===== config.mk =====
export PLATFORM = sky130hd
export DESIGN_NAME = clk_enable_gen
export DESIGN_NICKNAME = d
export VERILOG_FILES = /design/src/rtl/clk_enable_gen.sv
export SDC_FILE = /design/constraint.sdc
export NUM_CORES = 1
export LEC_CHECK = 0
export ABC_AREA = 1
export CORE_MARGIN = 8
export CORE_UTILIZATION = 35
export CTS_CLUSTER_SIZE = 16
export DETAILED_ROUTE_END_ITERATION = 16
export PLACE_DENSITY = 0.64
export SYNTH_ARGS = -nofsm -noshare
export SYNTH_HDL_FRONTEND = slang
export SYNTH_SLANG_ARGS = --single-unit

===== constraint.sdc =====
create_clock -name clk -period 8.5 [get_ports clk]
set_input_delay 2.55 -clock clk [delete_from_list [all_inputs] [get_ports clk]]
set_output_delay 2.55 -clock clk [all_outputs]
set_load 0.02 [all_outputs]

===== src/rtl/clk_enable_gen.sv =====
// Multi-channel programmable clock-enable generator.
// Each channel emits a one-cycle tick every act cycles plus a half-rate square wave.
module clk_enable_gen #(
  parameter int NCH = 3,
  parameter int W = 26,
  parameter logic [NCH*W-1:0] DIV_INIT =
    {26'd33554432, 26'd131072, 26'd2}
) (
  input  logic           clk,
  input  logic           rst,
  input  logic           run_i,
  input  logic           sync_i,
  input  logic           wr_en_i,
  input  logic [2:0]     wr_ch_i,
  input  logic [W-1:0]   wr_data_i,
  output logic [NCH-1:0] tick_o,
  output logic [NCH-1:0] sq_o,
  output logic [NCH-1:0] pend_o
);

  localparam logic [W-1:0] ONE = W'(1);

  logic [NCH-1:0][W-1:0] cnt_q, cnt_d;
  logic [NCH-1:0][W-1:0] act_q, act_d;
  logic [NCH-1:0][W-1:0] sh_q, sh_d;
  logic [NCH-1:0][W-1:0] nxt;
  logic [NCH-1:0]        pend_q, pend_d;
  logic [NCH-1:0]        sq_q, sq_d;
  logic [NCH-1:0]        tick_q, tick_d;
  logic [NCH-1:0]        hit;

  function automatic logic [W-1:0] reload(
    input logic [W-1:0] v
  );
    return (v == '0) ? '0 : v - ONE;
  endfunction

  always_comb begin
    hit = '0;
    nxt = '0;
    for (int c = 0; c < NCH; c++) begin
      hit[c] = wr_en_i && (wr_ch_i == 3'(c));
      nxt[c] = pend_q[c] ? sh_q[c] : act_q[c];
    end
  end

  always_comb begin
    cnt_d  = cnt_q;
    act_d  = act_q;
    sh_d   = sh_q;
    pend_d = pend_q;
    sq_d   = sq_q;
    tick_d = '0;
    for (int c = 0; c < NCH; c++) begin
      if (sync_i) begin
        act_d[c]  = nxt[c];
        cnt_d[c]  = reload(nxt[c]);
        pend_d[c] = 1'b0;
        sq_d[c]   = 1'b0;
      end else if (act_q[c] == '0) begin
        // a stopped channel takes a new value immediately
        if (hit[c]) begin
          act_d[c] = wr_data_i;
          cnt_d[c] = reload(wr_data_i);
        end
      end else if (run_i) begin
        if (cnt_q[c] == '0) begin
          tick_d[c] = 1'b1;
          sq_d[c]   = ~sq_q[c];
          act_d[c]  = nxt[c];
          cnt_d[c]  = reload(nxt[c]);
          pend_d[c] = 1'b0;
        end else begin
          cnt_d[c] = cnt_q[c] - ONE;
        end
      end
      if (hit[c] && (sync_i || act_q[c] != '0)) begin
        sh_d[c]   = wr_data_i;
        pend_d[c] = 1'b1;
      end
    end
  end

  always_ff @(posedge clk or posedge rst) begin
    if (rst) begin
      for (int c = 0; c < NCH; c++) begin
        act_q[c] <= DIV_INIT[c*W +: W];
        cnt_q[c] <= reload(DIV_INIT[c*W +: W]);
      end
      sh_q   <= '0;
      pend_q <= '0;
      sq_q   <= '0;
      tick_q <= '0;
    end else begin
      act_q  <= act_d;
      cnt_q  <= cnt_d;
      sh_q   <= sh_d;
      pend_q <= pend_d;
      sq_q   <= sq_d;
      tick_q <= tick_d;
    end
  end

  assign tick_o = tick_q;
  assign sq_o   = sq_q;
  assign pend_o = pend_q;

endmodule


==> results of run 1 <==
cells by family after synthesis:
group	after synthesis	synth area share (%)
compound gates	494	14.8
xor+xnor	75	3.65
fa+ha+maj	11	0.764
buf+inv	419	9.93
flops	243	34.1
mux	1	0.0764
simple gates	1602	36.7
flip-flops by register name (all words and copies together) (netlist names):
signal,flops
cnt_q,78
sq_o,3
tick_o,3
pend_o,3
sh_q,78
act_q,78
final cells by class:
type / count / share of cell area [%]
clock buffers: 39 / 4.07
well taps: 680 / 4.26
flip-flops and latches: 243 / 30.7
multi-input cells: 2183 / 50.6
repair buffers: 78 / 3.52
clock inverters: 13 / 0.933
inverters: 313 / 5.92
final timing paths:
path | from | to | slack [ps] | depth (start not counted)
min in group asynchronous | rst | act_q[35]$_DFFE_PP0P_ | 2470 | 3
setup reg to reg | act_q[19]$_DFFE_PP0P_ | cnt_q[22]$_DFFE_PP0P_ | 4620 | 10
setup / recovery | wr_ch_i[1] | act_q[58]$_DFFE_PP0P_ | 2850 | 11
hold / removal | sh_q[19]$_DFFE_PP0P_ | sh_q[19]$_DFFE_PP0P_ | 480 | 2
max in group asynchronous | rst | pend_o[0]$_DFFE_PP0P_ | 4540 | 4
hold reg to reg | sh_q[19]$_DFFE_PP0P_ | sh_q[19]$_DFFE_PP0P_ | 480 | 2
layer usage:
metal  global-route usage [%]  vias up  wire [microns]
met5                        0        -              29
met4                     10.4        4            3550
met3                     3.37      176            5640
met2                     33.8      818           29000
met1                     31.3     8687           30000
li1                         -     9122               -
cell usage in the layout (no fill, tap or decap), types with 4 or more instances in the layout:
cell / Yosys / layout
clkbuf_1: 48 / 5
o21ai_2: 11 / 10
a31oi_1: 7 / 7
dfrtp_1: 197 / 194
o21a_1: 4 / 4
buf_4: 8 / 35
clkbuf_8: 0 / 5
clkinv_2: 0 / 6
bufinv_16: 0 / 4
inv_1: 297 / 296
o21ai_0: 277 / 276
nor2_4: 5 / 5
nor2_2: 21 / 21
dfstp_2: 46 / 46
xnor2_1: 13 / 13
nand4_1: 47 / 47
clkdlybuf4s50_1: 0 / 42
nor4_1: 9 / 9
o211ai_1: 48 / 48
nor3_1: 36 / 36
nor2_1: 431 / 431
ha_1: 11 / 11
or2_2: 6 / 6
o21ai_1: 60 / 60
clkbuf_16: 0 / 29
nand2_2: 8 / 9
inv_2: 14 / 14
nand3_1: 162 / 161
nand3_2: 4 / 5
xor2_1: 62 / 62
a21oi_1: 81 / 81
nand2_1: 862 / 861
worst max-delay path: cells and delay by family:
family / cells / cell delay (ps)
simple gates: 2 / 1070
buf+inv: 5 / 1820
compound gates: 4 / 660
power breakdown:
part	switching (mW)	total, mW	internal [mW]
Clock	0.553	1.35	0.792
Sequential	0.245	1.74	1.49
Combinational	1.36	1.99	0.632
Total	2.16	5.08	2.92
==> impl_results.md, run 1 <==
* Final TNS setup at 0 ps
* CTS resizes at 0
* Gpl congestion at 0.973
* Final core utilization at 39.1%
* Seq/Total Area, Yosys at 34.1%
* Placed Cells at 3497
* Layout area overhead at 11.0%
* Post-synth cell types at 43
* Dominant cells by area after synthesis: dfrtp_1 (27%), nand2_1 (18%), nor2_1 (9.0%)
* Yosys warnings at 0
* Crit Path Class: in2reg
* Non-filler instance count after layout at 3549
* Chip height at 243 microns
* Worst Tran Pin Value at 1170 ps
* Peak supply drop at 0.000130 V
* Worst-path clk slew at 60 ps
* Layout cell share with drive strength beyond 1 at 7.39%
* Ys flop type: dfrtp_1
* Setup WS pre-CTS at 2450 ps
* Synth area leader: dfrtp_1
* Worst-Skew Late Latency at 610 ps
* I/O Buffers at 42
* Share of the synthesized area in the top cell type at 27.4%
* Ys async rst share at 100%
* Placed Area at 0.0190 sq mm
* Cell area after synthesis at 0.0180 sq mm
* Gr ovfl total at 0
* Die X at 243 microns
* Largest net degree at the start of global routing at 123
* Most common cell in the netlist: nand2_1
* Area of the die at 0.0590 sq mm
* CTS root buf: clkbuf_16
* Fin Clk Skew at 43.0 ps
* Period utilisation layout at 66.4%
* Power Dens Cells at 254 mW/mm^2
* HPWL Detailed at 50400 microns
* Area of the core at 0.0511 sq mm
* Max H-tree Level at 1
* Final Max Tran Viols at 0
* Slowest cell on the critical path: nor4_1
* IO Pins at 43
* # setup viols final at 0
* Post-synthesis net count at 2890
* Hold Path Class: reg2reg
* WL/cell at 19.2 microns
* Initial detailed-routing violation count at 2401
* Max frequency at 177 MHz
* Outcome: complete, no violations
* Row Count at 83
* Post-Layout Inst Area at 0.0200 sq mm
* Post-Syn Instances at 2845
* RSZ-0062 raised after global routing: no
* Initial Utilization at 35.2%
* CP required at 8990 ps
* Vias at 18807
* Final hold violations at 0
* CP peak stage delay at 930 ps
* Multi-input logic area at 0.0101 sq mm
* Vias per cell at 5.30
* Crit. End Element: flop
* Total global-route track usage at 22.4%
* Residual DRC at 0
* First-pass GRT wire length at 105000 microns
* Fin Hold WS at 482 ps
* Synth cell count leaders: nand2_1 (862), nor2_1 (431), inv_1 (297)
* Post-CTS setup buffers at 0
* Initial antenna violation count at 2
* Nets at 2893
* Critical Path AT at 6130 ps
* CTS tree: built
* Antenna cells at 0
* Max-cap violations at 0
* CTS Sinks at 243
* Leak pwr at 9.80 nW
* Seq cells post-synth at 243
* Critical path launch point type: input port
* Final setup margin at 2850 ps
* Mapped Avg Cell Area at 6.33 sq um
* Initial DRT Pass Iterations at 6
* Deepest clock path buffer count at 3
* Slew headroom at 21.6%
* Number of global-route vias before repair at 17179
* # fillers at 5548
* Worst path cell trace: clkdlybuf4s50_1, inv_1, nor4_1, o21ai_0, o21ai_4, buf_4, nand2_1, inv_1, buf_4, o211ai_1, o21ai_0
* Pwr Total at 5.08 mW
* EDFF count, synth at 0
* Register area at 0.00614 sq mm
* CP Max Fanout at 48
* Final WL at 68200 microns
* CTS buffer count at 29
* Min Clock Period, post-route at 5650 ps
* Hold_buf cts at 0
* Routed Antenna Nets at 0
Power figures use the tool's default switching activity.
==> run 2: changes to the inputs <==
--- a/config.mk
+++ b/config.mk
@@ -10,7 +10,7 @@
 export CORE_UTILIZATION = 35
 export CTS_CLUSTER_SIZE = 16
 export DETAILED_ROUTE_END_ITERATION = 16
-export PLACE_DENSITY = 0.64
+export PLACE_DENSITY = 0.62
 export SYNTH_ARGS = -nofsm -noshare
 export SYNTH_HDL_FRONTEND = slang
 export SYNTH_SLANG_ARGS = --single-unit
==> constraint.sdc (replaced) <==
create_clock -name clk -period 5.4 [get_ports clk]
set_input_delay 1.62 -clock clk [delete_from_list [all_inputs] [get_ports clk]]
set_output_delay 1.62 -clock clk [all_outputs]
set_load 0.02 [all_outputs]
==> run 2 against run 1 <==
Wire length increased by 8.9%. Clock-buffer cell count increased by 7. Final cell count increased by 0.54%. Sequential share of layout area decreased by 0.13 points. Global-route usage increased by 2.0 points. Worst hold slack got worse by 0.52 ps.
==> impl_results.md, run 2 (synthesis results as in run 1) <==
* Layout area overhead at 11.5%
* Fin Hold WS at 482 ps
* WL/cell at 20.8 microns
* Worst-Skew Late Latency at 620 ps
* Max frequency at 242 MHz
* CTS root buf: clkbuf_16
* First-pass GRT wire length at 112000 microns
* Area of the die at 0.0590 sq mm
* # setup viols final at 0
* Area of the core at 0.0511 sq mm
* Nets at 2908
* Crit. End Element: flop
* Hold_buf cts at 0
* Commonest non-fill, non-tap cell in the layout: nand2_1
* Hold Path Class: reg2reg
* Initial antenna violation count at 4
* Final WL at 74300 microns
* Worst Tran Pin Value at 1020 ps
* Die X at 243 microns
* Fin Clk Skew at 30.5 ps
* Residual DRC at 0
* Deepest clock path buffer count at 3
* Largest registers in the final layout: act_q: 78 flops, cnt_q: 78 flops, sh_q: 78 flops
* Critical Path AT at 4670 ps
* Gr ovfl total at 0
* CTS resizes at 0
* Layout cell share with drive strength beyond 1 at 7.62%
* Routed Antenna Nets at 0
* Power Dens Cells at 406 mW/mm^2
* CTS buffer count at 30
* Post-CTS setup buffers at 0
* Largest net degree at the start of global routing at 71
* Number of global-route vias before repair at 17770
* Final Max Tran Viols at 0
* Vias per cell at 5.38
* Final hold violations at 0
* Crit Path Class: in2reg
* Worst-path clk slew at 60 ps
* Min Clock Period, post-route at 4140 ps
* Max H-tree Level at 1
* Initial detailed-routing violation count at 2395
* CTS tree: built
* Commonest non-fill, non-tap cells in the layout: nand2_1 (861), nor2_1 (431), inv_1 (296)
* Gpl congestion at 1.02
* Initial Utilization at 35.2%
* I/O Buffers at 42
* Initial DRT Pass Iterations at 7
* Row Count at 83
* Critical path launch point type: input port
* CP Max Fanout at 11
* Max-cap violations at 0
* Leak pwr at 9.84 nW
* Outcome: complete, no violations
* Peak supply drop at 0.000296 V
* Slew headroom at 31.9%
* Total global-route track usage at 24.4%
* Chip height at 243 microns
* RSZ-0062 raised after global routing: no
* CTS Sinks at 243
* CP required at 5930 ps
* HPWL Detailed at 56700 microns
* IO Pins at 43
* Final TNS setup at 0 ps
* Period utilisation layout at 76.7%
* Vias at 19210
==> run 2: path summary, 6_finish.rpt <==
path	end	startpoint	depth (start not counted)	slack (ps)
setup / recovery	cnt_q[76]$_DFFE_PP1P_	wr_data_i[23]	13	1260
setup reg to reg	cnt_q[6]$_DFFE_PP0P_	pend_o[0]$_DFFE_PP0P_	13	1730
hold reg to reg	sh_q[18]$_DFFE_PP0P_	sh_q[18]$_DFFE_PP0P_	2	480
hold / removal	sh_q[18]$_DFFE_PP0P_	sh_q[18]$_DFFE_PP0P_	2	480
min in group asynchronous	act_q[33]$_DFFE_PP0P_	rst	2	1420
max in group asynchronous	cnt_q[75]$_DFFE_PP1P_	rst	3	3140
==> run 2: where the power goes <==
group	leakage [nW]	internal [mW]	switching (mW)
combinational	6.41	1.00	2.32
clock	0.464	1.19	0.870
sequential	2.97	2.35	0.411
total	9.84	4.54	3.60
==> run 2: layer usage <==
layer | track usage (%) | part of all wire (%) | up-vias
met2 | 36.6 | 42 | 925
met4 | 10.8 | 5.0 | 8
met3 | 5.18 | 9.5 | 188
li1 | - | - | 9154
met1 | 33.4 | 43 | 8935
met5 | 0 | 0.085 | -
==> run 2: area by class of cell <==
class,instances,area [sq um]
diodes,1,2.50
clock buffers,46,821
clock inverters,10,139
fillers,5609,31000
inverters,313,1180
multi-input cells,2183,10100
flip-flops and latches,243,6140
well taps,680,851
repair buffers,92,833
==> run 2: stage by stage <==
step           area [sq um]  utilization, %  power [mW]  worst slack [ps]  instances
2_1_floorplan         18000               -        4.93               628       2845
3_3_place_gp          19100            37.4        6.01               888       3511
3_5_place_dp          19100            37.4        6.01               838       3511
4_1_cts               20100            39.3        8.08              1380       3567
5_1_grt               20100            39.3        8.65              1160       3567
6_report              20100            39.3        8.14              1260       3568
==> run 2: critical path, stage by stage <==
cell             delay [ps]
clkdlybuf4s50_1         780
inv_1                   270
nand3_1                 150
nor2_1                   60
nand2_1                  60
inv_1                    50
nand2_1                 270
inv_1                   270
nor2_1                  520
inv_1                   210
o21ai_0                 210
nor2_1                   60
a21oi_1                 130
==> run 3: changes to the inputs <==
--- a/config.mk
+++ b/config.mk
@@ -10,7 +10,7 @@
 export CORE_UTILIZATION = 35
 export CTS_CLUSTER_SIZE = 16
 export DETAILED_ROUTE_END_ITERATION = 16
-export PLACE_DENSITY = 0.62
+export PLACE_DENSITY = 0.64
 export SYNTH_ARGS = -nofsm -noshare
 export SYNTH_HDL_FRONTEND = slang
 export SYNTH_SLANG_ARGS = --single-unit
==> constraint.sdc (replaced) <==
create_clock -name clk -period 3.6 [get_ports clk]
set_input_delay 1.08 -clock clk [delete_from_list [all_inputs] [get_ports clk]]
set_output_delay 1.08 -clock clk [all_outputs]
set_load 0.02 [all_outputs]
==> run 3 against run 2 <==
Combinational power increased by 48%. Register-to-register slack got worse by 1300 ps. Final cell count increased by 2.1%. Worst hold slack improved by 3.3 ps. Clock power increased by 45%. First-iteration DRC count decreased by 0.71%. Utilization increased by 1.4 points. Clock-buffer cell count decreased by 9.
==> impl_results.md, run 3 (synthesis results as in run 1) <==
* Outcome: complete, no violations
* Pwr Total at 12.1 mW
* Initial antenna violation count at 1
* Residual DRC at 0
* R2r endpoint: cnt_q[58]$_DFFE_PP1P_
* First-pass GRT wire length at 111000 microns
* Non-filler instance count after layout at 3643
* Largest net degree at the start of global routing at 66
* Area of the die at 0.0590 sq mm
* CP peak stage delay at 750 ps
* Final setup margin at 230 ps
* Final Max Tran Viols at 0
* Bufs and invs on worst path at 2
* HPWL Detailed at 57800 microns
* Fin Clk Skew at 14.2 ps
* Period utilisation layout at 93.6%
* Slowest cell on the critical path: dfrtp_2
* Worst r2r path cells at 13
* Setup WS pre-CTS at 6.03 ps
* Worst path cell trace: buf_4, clkdlybuf4s50_1
* Chip height at 243 microns
* Post-Layout Inst Area at 0.0208 sq mm
* Fin Hold WS at 485 ps
* Worst-Skew Late Latency at 580 ps
* Crit Path Class: reg2out
* Critical path launch point type: flop
* Area of the core at 0.0511 sq mm
* Critical Path AT at 2290 ps
* Gpl congestion at 1.06
* Worst Hold End: act_q[2]$_DFFE_PP0P_
* Vias per cell at 5.37
* Largest registers in the final layout: act_q: 78 flops, cnt_q: 78 flops, sh_q: 78 flops
* Max-cap violations at 0
* CP Max Fanout at 33
* Post-CTS setup buffers at 0
* Worst Tran Pin Value at 903 ps
* Max H-tree Level at 1
* Nets at 2985
* CTS resizes at 0
* Placed Area at 0.0198 sq mm
* Row Count at 83
* Hold Path Class: reg2reg
* CTS tree: built
* Placed Cells at 3589
* Power Dens Cells at 581 mW/mm^2
* Final core utilization at 40.7%
* Initial Utilization at 35.2%
* Worst-path clk slew at 60 ps
* Routed Antenna Nets at 0
* # setup viols final at 0
* Hold_buf cts at 0
* Vias at 19551
* Layout area overhead at 15.5%
* # fillers at 5516
* IO Pins at 43
* Total global-route track usage at 24.2%
* Peak supply drop at 0.000390 V
* CTS root buf: clkbuf_16
* CTS Sinks at 243
* WL/cell at 20.3 microns
* Antenna cells at 0
* Initial DRT Pass Iterations at 8
* Layout cell share with drive strength beyond 1 at 10.4%
* Final TNS setup at 0 ps
* RSZ-0062 raised after global routing: no
* Internal reg-to-reg setup slack at 470 ps
* Min Clock Period, post-route at 3370 ps
* Final hold violations at 0
* Number of global-route vias before repair at 17677
* Die X at 243 microns
* Slew headroom at 39.6%
* Commonest non-fill, non-tap cells in the layout: nand2_1 (861), nor2_1 (431), inv_1 (296)
* Final WL at 73900 microns
* Hold path cells at 2
* Initial detailed-routing violation count at 2378
* CTS buffer count at 29
* Gr ovfl total at 0
* CP required at 2520 ps
* Leak pwr at 10.3 nW
* Crit. End Element: primary output
* Worst reg2reg path startpoint: pend_o[2]$_DFFE_PP0P_
* Min-delay src: act_q[2]$_DFFE_PP0P_
* Deepest clock path buffer count at 3
* Critical path's top delay family: buffers and inverters
* I/O Buffers at 42
* Max frequency at 297 MHz
* Commonest non-fill, non-tap cell in the layout: nand2_1
* Crit path depth at 2
[run 3: worst min-delay path, stage by stage, from the launching register on]
cell and delay (ps):
dfrtp_1 340, nand2_1 50, o21ai_0 60
[run 3: worst max path at each step]
stage,endpoint,startpoint
after floorplan,act_q[0]$_DFFE_PP0P_,rst
after global placement,cnt_q[14]$_DFFE_PP0P_,wr_data_i[1]
after detailed placement,cnt_q[14]$_DFFE_PP0P_,wr_data_i[1]
after CTS,pend_o[2],pend_o[2]$_DFFE_PP0P_
after global routing,pend_o[2],pend_o[2]$_DFFE_PP0P_
final,pend_o[2],pend_o[2]$_DFFE_PP0P_
[run 3: layer usage]
layer | GRT usage (%) | vias to the layer above | share of wire [%]
met5 | 0 | - | 0.016
met4 | 13.0 | 2 | 6.6
met3 | 4.16 | 192 | 9.2
met2 | 35.6 | 955 | 42
met1 | 33.5 | 9095 | 43
li1 | - | 9307 | -
[run 3: cell type report]
cell class                 count  area, sq um  area share (%)
clock buffer                  37          816            3.92
tap                          680          851            4.09
inverter                     313         1180            5.69
multi-input combinational   2183        10100            48.6
clock inverter                17          148           0.710
timing repair buffer         170         1540            7.43
sequential                   243         6140            29.5
[run 3: report_power, final]
| group | internal, mW | switching (mW) | leakage, nW |
|---|---|---|---|
| Sequential | 3.53 | 0.633 | 2.97 |
| Clock | 1.69 | 1.31 | 0.460 |
| Combinational | 1.59 | 3.33 | 6.84 |
| Total | 6.80 | 5.27 | 10.3 |
